[src/rtl/prio_irq_encoder.sv]
// Purpose : N-channel registered priority encoder with latched requests, masking and valid/ack issue.
// Latency : req_n falling -> pending 1 clk; pending -> irq_valid/irq_id 1 clk (2 clk total); gs/eo 1 clk after pending.
// Backpr. : one interrupt outstanding; irq_valid/irq_id hold until ack; further requests stay pending meanwhile.
//
// Ports:
//   i_clk, i_rst   clock and synchronous active-high reset
//   i_en           issue enable (capture is never gated)
//   i_req_n[N]     active-low requests, bit N-1 has the highest priority
//   i_mask[N]      1 = channel excluded from arbitration (still captured)
//   i_ack          consumer accepts the presented interrupt
//   o_irq_valid    interrupt presented on o_irq_id
//   o_irq_id[W]    binary index of the presented channel
//   o_gs, o_eo     cascade group select / enable out for a lower-priority stage
module prio_irq_encoder #(
    parameter  int N    = 8,
    parameter  bit EDGE = 1'b1,
    localparam int W    = $clog2(N)
) (
    input  logic         i_clk,
    input  logic         i_rst,
    input  logic         i_en,
    input  logic [N-1:0] i_req_n,
    input  logic [N-1:0] i_mask,
    input  logic         i_ack,
    output logic         o_irq_valid,
    output logic [W-1:0] o_irq_id,
    output logic         o_gs,
    output logic         o_eo
);

    typedef enum logic {
        ST_IDLE  = 1'b0,
        ST_ISSUE = 1'b1
    } state_t;

    state_t         r_state;
    state_t         w_state_nxt;
    logic [N-1:0]   r_req_s;
    logic [N-1:0]   r_pending;
    logic [W-1:0]   r_irq_id;
    logic           r_gs;
    logic           r_eo;

    logic [N-1:0]   w_eff;
    logic           w_any;
    logic [W-1:0]   w_win_id;
    logic [N-1:0]   w_new;
    logic [N-1:0]   w_clr;
    logic           w_load_id;

    assign w_eff = r_pending & ~i_mask;
    assign w_any = |w_eff;

    // Highest set index wins: later iterations overwrite earlier ones.
    always_comb begin
        w_win_id = '0;
        for (int i = 0; i < N; i++) begin
            if (w_eff[i]) begin
                w_win_id = W'(i);
            end
        end
    end

    // A request is new when it is asserted now but was not asserted last cycle.
    assign w_new = ~i_req_n & ~r_req_s;

    always_comb begin
        w_clr = '0;
        if (r_state == ST_ISSUE && i_ack) begin
            w_clr[r_irq_id] = 1'b1;
        end
    end

    // Request synchroniser stage and pending capture.
    always_ff @(posedge i_clk) begin
        if (i_rst) begin
            r_req_s   <= '0;
            r_pending <= '0;
        end else begin
            r_req_s <= ~i_req_n;
            if (EDGE) begin
                // Set after clear: an edge landing on the ack cycle is kept.
                r_pending <= (r_pending & ~w_clr) | w_new;
            end else begin
                r_pending <= ~i_req_n;
            end
        end
    end

    // FSM: state register.
    always_ff @(posedge i_clk) begin
        if (i_rst) begin
            r_state <= ST_IDLE;
        end else begin
            r_state <= w_state_nxt;
        end
    end

    // FSM: next-state logic. ISSUE is left only on ack.
    always_comb begin
        w_state_nxt = r_state;
        case (r_state)
            ST_IDLE: begin
                if (i_en && w_any) begin
                    w_state_nxt = ST_ISSUE;
                end
            end
            ST_ISSUE: begin
                if (i_ack) begin
                    w_state_nxt = ST_IDLE;
                end
            end
            default: w_state_nxt = ST_IDLE;
        endcase
    end

    // FSM: outputs. The winner is frozen only on the IDLE->ISSUE transition,
    // so mask/en/request changes during ISSUE cannot retract it.
    always_comb begin
        w_load_id   = (r_state == ST_IDLE) && (w_state_nxt == ST_ISSUE);
        o_irq_valid = (r_state == ST_ISSUE);
    end

    always_ff @(posedge i_clk) begin
        if (i_rst) begin
            r_irq_id <= '0;
        end else if (w_load_id) begin
            r_irq_id <= w_win_id;
        end
    end

    // Cascade outputs track en/eff every cycle, independent of the FSM.
    always_ff @(posedge i_clk) begin
        if (i_rst) begin
            r_gs <= 1'b0;
            r_eo <= 1'b0;
        end else begin
            r_gs <= i_en & w_any;
            r_eo <= i_en & ~w_any;
        end
    end

    assign o_irq_id = r_irq_id;
    assign o_gs     = r_gs;
    assign o_eo     = r_eo;

endmodule

[config.mk]
export PLATFORM = sky130hd
export DESIGN_NAME = prio_irq_encoder
export DESIGN_NICKNAME = d
export VERILOG_FILES = /design/src/rtl/prio_irq_encoder.sv
export SDC_FILE = /design/constraint.sdc
export NUM_CORES = 1
export LEC_CHECK = 0
export ABC_CLOCK_PERIOD_IN_PS = 2700
export CORE_UTILIZATION = 25
export CTS_CLUSTER_SIZE = 12
export DETAILED_ROUTE_END_ITERATION = 8
export RECOVER_POWER = 50
export SYNTH_ARGS = -nofsm -noshare
export SYNTH_HDL_FRONTEND = slang
export SYNTH_SLANG_ARGS = --single-unit
[constraint.sdc]
create_clock -name i_clk -period 2.7 [get_ports i_clk]
set_input_delay 0.54 -clock i_clk [delete_from_list [all_inputs] [get_ports i_clk]]
set_output_delay 0.54 -clock i_clk [all_outputs]
set_load 0.05 [all_outputs]
==> reports/metrics.cfg <==
[drt]
dr.pass1.iters=4
drc=0
vias=783
drt_iter0_drc=21
detail_route.wl_per_cell_um=11.8
avgViaCountPerCell=4.58
final_antenna_net_count=0
wl_um=2010

[power_and_ir_drop]
p_leak_nw=0.485
p_sw_frac=0.267
seq_power_share=0.514
clkPwrFrac=0.274
pwr_density_cell_nw_per_um2=561
p_comb_frac=0.212
p_sw_mw=0.190
internal-power_mw=0.522
ir_drop_v=0.000199

[synth]
yosys_warnings=0
synth_area_leaders=dfxtp_1 (48%), nor2_1 (5.3%), nand2b_4 (4.5%), a21oi_1 (4.3%), or2_2 (4.1%)
synth_nets=118
yosys.area.top_type=dfxtp_1
ys_seq_area_frac=0.476
ys_types=32
synth_most_common_cell=dfxtp_1
async_flop_share=0
syn_inst=98
synth_edf_count=0
ys_ff_latch=22
synth.top_cell.area_share=0.476
syn_area_um2=926
synthTopCellsByCount=dfxtp_1 (22), nor2_1 (13), a21oi_1 (8)
syn_area_per_cell_um2=9.45
synthFlopType=dfxtp_1

[worst_setup_path]
worst-path-stages=1
startpoint=o_irq_id[2]$_SDFFE_PP0P_
crit_end=o_irq_id[2]
path_max_fanout=7
end_kind=primary output
rr_worst_depth=4
crit_type=reg -> out
critPathTopFamily=buffers and inverters
reg2reg_slack_ns=1.39
rr_startpoint=r_pending[2]$_SDFF_PP0_
r2r-end=o_irq_id[1]$_SDFFE_PP0P_
cp_cell_sequence=clkdlybuf4s50_1
path_buf_inv=1
arrival_ns=1.59
cp.required_ns=2.16
cp_slowest_cell=clkdlybuf4s50_1
cpPeakStageDelay_ns=0.86
cp-start-kind=register

[clock_network]
cts.sinks=22
clock-root-buffer=clkbuf_8
cts_setup_buffers=0
postCtsHoldBufs=0
clockBufferDepth=2
cts.repair.resized=0
clock_insertion_delay_worst_skew_ns=0.25
clk_pin_slew_worst_paths_ns=0.07
cts_buffers=3
cts_tree=built
cts.htree.levels=1

[floorplan]
dieArea_um2=3950
die_h_um=62.9
io_pins=26
start_util=0.269
fp-row-count=21
core_area_um2=3440
chipWidth_um=62.9

[cells_and_area]
area.growth.synth_to_final_pct=37.2
nNetsFinal=147
multi_input_area_um2=458
drive_gt1_frac=0.160
seqCellArea_um2=440
antenna_cells=0
layout.cells.non_filler=171
fin_util=0.369
fillerInstances=352

[grt]
track_usage=0.115
grt-ovfl-total=0
grt_max_degree=16
antenna_found_initial=0
grt_pass1_wl_um=3390
grt_pass1_vias=772

[timing]
min_period_over_period=0.788
hold_viol=0
drv_slew=0
tns_ns=0
fmax_ghz=0.470
hold_ws_ns=0.482
tightest_slew_ns=0.536
finalCriticalPeriod_ns=2.13
skew_ns=0.00263
relSlewSlack=0.641
rsz0062_at_grt=false
setup_violations=0

[worst_hold_path]
hp-start=r_req_s[5]$_SDFF_PP0_
hold_path_class=reg -> reg

[placement]
port_buffers=25
gp_congestion=0.913
place_inst=168
dp_hpwl_um=1570

[job]
maxCapViolations=0

[status]
status=completed

[through the flow]
stage                     worst slack [ns]  power (mW)  cell area, µm²
after global routing                 0.518       0.748            1270
after CTS                            0.557       0.719            1270
final                                0.572       0.712            1270
after floorplan                       1.23       0.464             926
after detailed placement             0.670       0.527            1230
after global placement               0.690       0.524            1230
[state kept, by name, indices dropped and copies added, names as in the netlist]
register,count
r_req_s,8
o_gs,1
r_pending,8
o_irq_id,3
o_irq_valid,1
o_eo,1
[layer usage]
metal / up-vias / GRT usage / share of wire
li1: 393 / - / -
met1: 361 / 0.124 / 0.44
met2: 25 / 0.192 / 0.48
met3: 4 / 0.0383 / 0.060
met4: 0 / 0.0756 / 0.020
met5: - / 0 / 0
[cell usage in the layout (no fill, tap or decap), types with 2 or more instances in the layout]
master	netlist	final
clkdlybuf4s50_1	0	23
a31oi_1	2	2
inv_1	4	4
or3_1	2	2
nand2b_1	5	5
dlygate4sd3_1	0	2
dfxtp_1	22	22
nand2_1	2	2
o21ai_0	7	7
clkbuf_8	0	3
nor2b_1	3	3
a21oi_1	8	8
nor3_1	2	2
nor2_1	13	13
or2_2	6	6
nand2b_4	3	3
[worst reg2reg max path, cell delays in order, from the launching register on]
cell and delay, ns:
dfxtp_1 0.33, nand2b_1 0.11, o2111ai_2 0.21, o21ai_2 0.24, mux2_4 0.32
[how the worst min path moves through the flow]
| stage | to | slack (ns) | cells past startpoint |
|---|---|---|---|
| final | r_pending[5]$_SDFF_PP0_ | 0.48 | 2 |
| after floorplan | r_pending[1]$_SDFF_PP0_ | 0.46 | 2 |
| after global placement | r_pending[3]$_SDFF_PP0_ | 0.47 | 2 |
| after CTS | r_pending[7]$_SDFF_PP0_ | 0.48 | 2 |
| after global routing | r_pending[2]$_SDFF_PP0_ | 0.50 | 2 |
| after detailed placement | r_pending[7]$_SDFF_PP0_ | 0.47 | 2 |
[power groups by stage]
stage	combinational, mW	sequential, mW	clock, mW
after global routing	0.162	0.371	0.215
after global placement	0.151	0.373	0
after CTS	0.153	0.367	0.199
after detailed placement	0.153	0.375	0
final	0.151	0.366	0.195
after floorplan	0.0677	0.396	0
[layout make-up]
| type | instances | share of cell area |
|---|---|---|
| repair buffers | 26 | 0.200 |
| multi-input cells | 69 | 0.361 |
| flip-flops and latches | 22 | 0.347 |
| well taps | 46 | 0.0453 |
| clock buffers | 3 | 0.0325 |
| inverters | 5 | 0.0148 |
[logic make-up after synthesis]
family	count (synthesis)	synth area share
buffers and inverters	7	0.0297
muxes	1	0.0162
AOI/OAI and AO/OA	27	0.215
DFF	22	0.476
and+or+nand+nor	41	0.264
Power figures use the tool's default switching activity.
